$ cat config.mk
export PLATFORM = sky130hd
export DESIGN_NAME = dc_ipu_scale_sequencer
export DESIGN_NICKNAME = d
export VERILOG_FILES = /design/src/rtl/dc_ipu_scale_sequencer.sv
export SDC_FILE = /design/constraint.sdc
export NUM_CORES = 1
export LEC_CHECK = 0
export CORE_MARGIN = 4
export CORE_UTILIZATION = 30
export CTS_CLUSTER_DIAMETER = 30
export DETAILED_ROUTE_END_ITERATION = 8
export PLACE_DENSITY_LB_ADDON = 0.1
export SLEW_MARGIN = 20
export SYNTH_ARGS = -nofsm -noshare
export SYNTH_HDL_FRONTEND = slang
export SYNTH_SLANG_ARGS = --single-unit
$ cat constraint.sdc
create_clock -name clk -period 3.8 [get_ports clk]
set_input_delay 0.95 -clock clk [delete_from_list [all_inputs] [get_ports clk]]
set_output_delay 0.95 -clock clk [all_outputs]
set_load 0.01 [all_outputs]
$ cat src/rtl/dc_ipu_scale_sequencer.sv
// IPU scaler sampling sequencer: walks output pixels in raster order and
// emits source coordinates plus filter coefficients per pixel.
module dc_ipu_scale_sequencer #(
  parameter int COEFF_WIDTH   = 8,
  parameter int POS_INT_WIDTH = 12,
  parameter int FRACT_WIDTH   = 16
) (
  input  logic                                 clk,
  input  logic                                 nreset,
  input  logic                                 clr,
  input  logic                                 start,
  input  logic [POS_INT_WIDTH-1:0]             cfg_out_width,
  input  logic [POS_INT_WIDTH-1:0]             cfg_out_height,
  input  logic [POS_INT_WIDTH+FRACT_WIDTH-1:0] cfg_step_x,
  input  logic [POS_INT_WIDTH+FRACT_WIDTH-1:0] cfg_step_y,
  output logic                                 busy,
  output logic                                 done,
  output logic                                 out_valid,
  input  logic                                 out_ready,
  output logic [POS_INT_WIDTH-1:0]             out_src_x,
  output logic [POS_INT_WIDTH-1:0]             out_src_y,
  output logic [COEFF_WIDTH-1:0]               out_coeff_x,
  output logic [COEFF_WIDTH-1:0]               out_coeff_y,
  output logic                                 out_last_x,
  output logic                                 out_last_y
);

  localparam int AW = POS_INT_WIDTH + FRACT_WIDTH;
  localparam logic [POS_INT_WIDTH-1:0] CNT_ONE = POS_INT_WIDTH'(1);

  typedef enum logic {
    IDLE,
    RUN
  } state_t;

  state_t                   state;
  logic [AW-1:0]            acc_x;
  logic [AW-1:0]            acc_y;
  logic [AW-1:0]            step_x_q;
  logic [AW-1:0]            step_y_q;
  logic [POS_INT_WIDTH-1:0] x_cnt;
  logic [POS_INT_WIDTH-1:0] y_cnt;
  logic [POS_INT_WIDTH-1:0] width_q;
  logic [POS_INT_WIDTH-1:0] height_q;

  logic xfer;
  logic at_last_x;
  logic at_last_y;
  logic dims_ok;

  assign xfer      = out_valid && out_ready;
  assign at_last_x = (x_cnt == width_q - CNT_ONE);
  assign at_last_y = (y_cnt == height_q - CNT_ONE);
  assign dims_ok   = (cfg_out_width != '0) && (cfg_out_height != '0);

  always_ff @(posedge clk or negedge nreset) begin
    if (!nreset) begin
      state     <= IDLE;
      busy      <= 1'b0;
      done      <= 1'b0;
      out_valid <= 1'b0;
      acc_x     <= '0;
      acc_y     <= '0;
      x_cnt     <= '0;
      y_cnt     <= '0;
      width_q   <= '0;
      height_q  <= '0;
      step_x_q  <= '0;
      step_y_q  <= '0;
    end else begin
      done <= 1'b0;
      if (clr) begin
        state     <= IDLE;
        busy      <= 1'b0;
        out_valid <= 1'b0;
        acc_x     <= '0;
        acc_y     <= '0;
        x_cnt     <= '0;
        y_cnt     <= '0;
      end else begin
        unique case (state)
          IDLE: begin
            if (start && dims_ok) begin
              width_q   <= cfg_out_width;
              height_q  <= cfg_out_height;
              step_x_q  <= cfg_step_x;
              step_y_q  <= cfg_step_y;
              acc_x     <= '0;
              acc_y     <= '0;
              x_cnt     <= '0;
              y_cnt     <= '0;
              state     <= RUN;
              busy      <= 1'b1;
              out_valid <= 1'b1;
            end else if (start) begin
              done <= 1'b1;
            end
          end
          RUN: begin
            if (xfer) begin
              if (!at_last_x) begin
                x_cnt <= x_cnt + CNT_ONE;
                acc_x <= acc_x + step_x_q;
              end else if (!at_last_y) begin
                x_cnt <= '0;
                acc_x <= '0;
                y_cnt <= y_cnt + CNT_ONE;
                acc_y <= acc_y + step_y_q;
              end else begin
                // Clear position so the idle outputs read back as zero
                state     <= IDLE;
                busy      <= 1'b0;
                out_valid <= 1'b0;
                done      <= 1'b1;
                acc_x     <= '0;
                acc_y     <= '0;
                x_cnt     <= '0;
                y_cnt     <= '0;
              end
            end
          end
          default: state <= IDLE;
        endcase
      end
    end
  end

  assign out_src_x   = acc_x[AW-1 -: POS_INT_WIDTH];
  assign out_src_y   = acc_y[AW-1 -: POS_INT_WIDTH];
  assign out_coeff_x = acc_x[FRACT_WIDTH-1 -: COEFF_WIDTH];
  assign out_coeff_y = acc_y[FRACT_WIDTH-1 -: COEFF_WIDTH];
  assign out_last_x  = out_valid && at_last_x;
  assign out_last_y  = out_valid && at_last_y;

endmodule

==> results.yml <==
die:
  dieArea_mm2: 0.0376
  fp-row-count: 67
  coreArea_mm2: 0.0338
  die_w_um: 194
  dieHeight_um: 194
  start_util_pct: 30.7
  io_pins: 130
clock_tree:
  clock-sinks: 163
  cts_tree: "built"
  numCtsBuffers: 17
  clkTransAtPathRegs_ns: 0.06
  clock_path_buffers: 2
  cts_max_level: 4
  clock_latency_ns: 0.44
  cts-root-buf: "clkbuf_16"
yosys:
  synth_seq_area_share_pct: 39.3
  synthDistinctLibCells: 79
  synth-warning-count: 0
  synthArstFlopShare_pct: 100
  synth_area_leader_cell: "dfrtp_1"
  yosysTopAreaCellShare_pct: 39.3
  ys.flop_type: "dfrtp_1"
  synthMuxAreaShare_pct: 8.78
  syn-num-nets: 1215
  synthXorXnorAreaFrac_pct: 6.40
  synthSimpleGateAreaFrac_pct: 15.3
  synth_top_family_by_area: "compound AO/OA/AOI/OAI gates"
  syn_inst: 1070
  syn_area_per_cell_um2: 9.69
  synth.area.top_cells: "dfrtp_1 (39%), mux2_2 (8.7%), ha_1 (7.0%), nand2_1 (3.9%), o21ai_0 (3.8%)"
  synth_adder_area_share_pct: 7.39
  ys_ff_latch: 163
  synth_compound_area_share_pct: 17.2
  synth_area_mm2: 0.0104
  synth_enable_flop_cells: 0
detailed_routing:
  num_vias: 8157
  drt-wirelength-per-cell_um: 16.9
  dr.pass1.iters: 5
  remaining_drc_errors: 0
  first_iter_violations: 358
  final_antenna_net_count: 0
  via_per_inst: 4.99
  finalWirelength_um: 27600
setup_path:
  crit_type: "register to output pin"
  critPathLaunchType: "register"
  slowest_delay_ns: 0.59
  cp_cell_sequence: "or4_4 > nor4_4 > xnor2_1 > nand4b_1 > a2111oi_4 > and2_1 > clkbuf_2"
  critPathArrivalTime_ns: 2.71
  required_ns: 2.85
  cp_slowest_cell: "or4_4"
  end_kind: "output pin"
  cp_max_fo: 6
sta:
  final_max_slew_viol_count: 0
  fmax_mhz: 273
  worst_hold_slack_ns: 0.487
  relSlewSlack_pct: 56.8
  rsz0062_at_grt: "false"
  min_period_ns: 3.66
  worst_pin_slew_ns: 0.646
  hold_viol_final: 0
  post-route-period-util_pct: 96.4
  timing.final.setup_violations: 0
  finalSetupTns_ns: 0
  skew_ns: 0.0115
power:
  p_leak_nw: 5.51
  power_density_mw_per_mm2: 486
  ir_drop_v: 0.000323
global_routing:
  grt_max_degree: 66
  gr-total-overflow: 0
  grt_pass1_wl_um: 45600
  grt_pass1_vias: 8382
  antenna_found_initial: 2
  grt_usage_pct: 14.8
finish:
  fillers: 3429
  layout.nets: 1320
  fin_cells: 1635
  n_antenna_cell: 0
  drive_gt1_share_pct: 15.8
  area_growth_pct: 23.5
placement:
  dp.cells: 1594
  gp_congestion: 0.799
  portBuffers: 129
  dp_hpwl_um: 20600
flow_run:
  drv_cap: 0
outcome:
  status: "finished, final reports clean"
worst_hold_path:
  holdCritPathClass: "register to register"
## per-layer routing
metal	vias to the layer above	routed length (µm)	GRT usage, %	share of wire (%)
met1	3902	13200	19.8	48
li1	4081	-	-	-
met3	28	1180	3.81	4.3
met5	-	27	0	0.098
met2	142	12700	23.9	46
met4	4	369	3.80	1.3
## through the flow
stage / power (mW) / setup WS (ns) / area (µm²) / utilization (%)
after floorplan: 3.71 / 0.605 / 10400 / -
after global placement: 4.31 / 0.186 / 12000 / 35.6
after detailed placement: 4.31 / 0.137 / 12000 / 35.6
after CTS: 6.31 / 0.00728 / 12800 / 37.9
after global routing: 6.65 / 0.00296 / 12800 / 37.9
final: 6.22 / 0.137 / 12800 / 37.9
## area by class of cell
type / count / area, µm² / area share (%)
Clock buffer: 20 / 467 / 3.65
Clock inverter: 11 / 158 / 1.23
Inverter: 20 / 77.6 / 0.606
Multi-Input combinational cell: 804 / 5790 / 45.3
Sequential cell: 163 / 4080 / 31.9
Tap cell: 448 / 561 / 4.38
Timing Repair Buffer: 169 / 1660 / 13.0
## flip-flops by register name (all words and copies together), names as in the netlist
signal and count:
done 1, height_q 12, width_q 12, step_y_q 28
x_cnt 12, acc_x 28, step_x_q 28, y_cnt 12
acc_y 28, out_valid 1, state 1
## where the power goes
group          switching (mW)  internal, mW
logic                    1.08          1.02
registers               0.230          2.00
clock network           0.737          1.14
## worst paths after layout
| path | from | endpoint | slack (ns) | cells after the start |
|---|---|---|---|---|
| max | height_q[2] | out_last_y | 0.14 | 7 |
| min | acc_x[2] | acc_x[2] | 0.49 | 2 |
| max reg2reg | acc_x[0] | acc_x[26] | 0.50 | 11 |
| min reg2reg | acc_x[2] | acc_x[2] | 0.49 | 2 |
| max in group asynchronous | nreset | width_q[3] | 2.47 | 2 |
| min in group asynchronous | nreset | step_y_q[9] | 0.52 | 1 |
## cells in the mapped netlist (all sizes together), types with 6 or more instances
library cell / n
nand2: 110
o31ai: 36
nand2b: 11
a31oi: 11
and3: 18
mux2: 80
nand3: 20
nor2b: 14
ha: 58
nor4: 18
buf: 50
nand4: 7
nor3: 25
xnor2: 30
a21o: 24
nor3b: 6
nor2: 54
xor2: 43
a21oi: 51
or3: 12
o21ai: 84
or2: 8
a211oi: 6
dfrtp: 163
clkbuf: 33
inv: 20
## logic make-up after synthesis
family | count (synthesis)
AND/OR/NAND/NOR | 317
AO/OA/AOI/OAI | 272
flip-flops | 163
buffers and inverters | 103
multiplexers | 81
XOR/XNOR | 74
adder cells (fa/ha/maj) | 60
## what timing repair did
action                                  CTS  global route
endpoints found under the setup margin    2             2
gates resized for setup                  19             2
buffers inserted                         10             0
hold buffers                              0             0
pin swaps                                 5             4
## worst max-delay path, delay by kind of cell, from the launching register on
kind | cells | cell delay (ns)
AND/OR/NAND/NOR | 4 | 1.23
buffers and inverters | 1 | 0.13
AO/OA/AOI/OAI | 1 | 0.39
XOR/XNOR | 1 | 0.16
flip-flops | 1 | 0.37
## cell usage in the layout, fill, tap and decap left out, types with 5 or more instances in the layout
cell	netlist	final
buf_12	0	6
nor2_1	52	52
nand3_1	20	20
clkbuf_16	0	17
nor3b_1	6	6
nor4_1	17	15
nand2b_1	11	10
a211oi_1	6	6
o31ai_1	36	36
xnor2_1	30	30
mux2_2	80	80
a21oi_1	51	51
clkinv_2	0	6
buf_4	43	34
inv_1	19	19
a21o_1	24	24
o21bai_1	5	5
a31oi_1	11	11
o21ai_0	79	79
nand4_1	7	7
or3_1	12	11
nor3_1	25	25
dfrtp_1	163	159
ha_1	58	57
nor2b_1	14	14
clkdlybuf4s50_1	0	126
o21a_1	5	5
xor2_1	43	43
and3_1	18	17
or2_2	6	6
nand2_1	109	109
No activity file was read; power rests on OpenSTA's default activity.
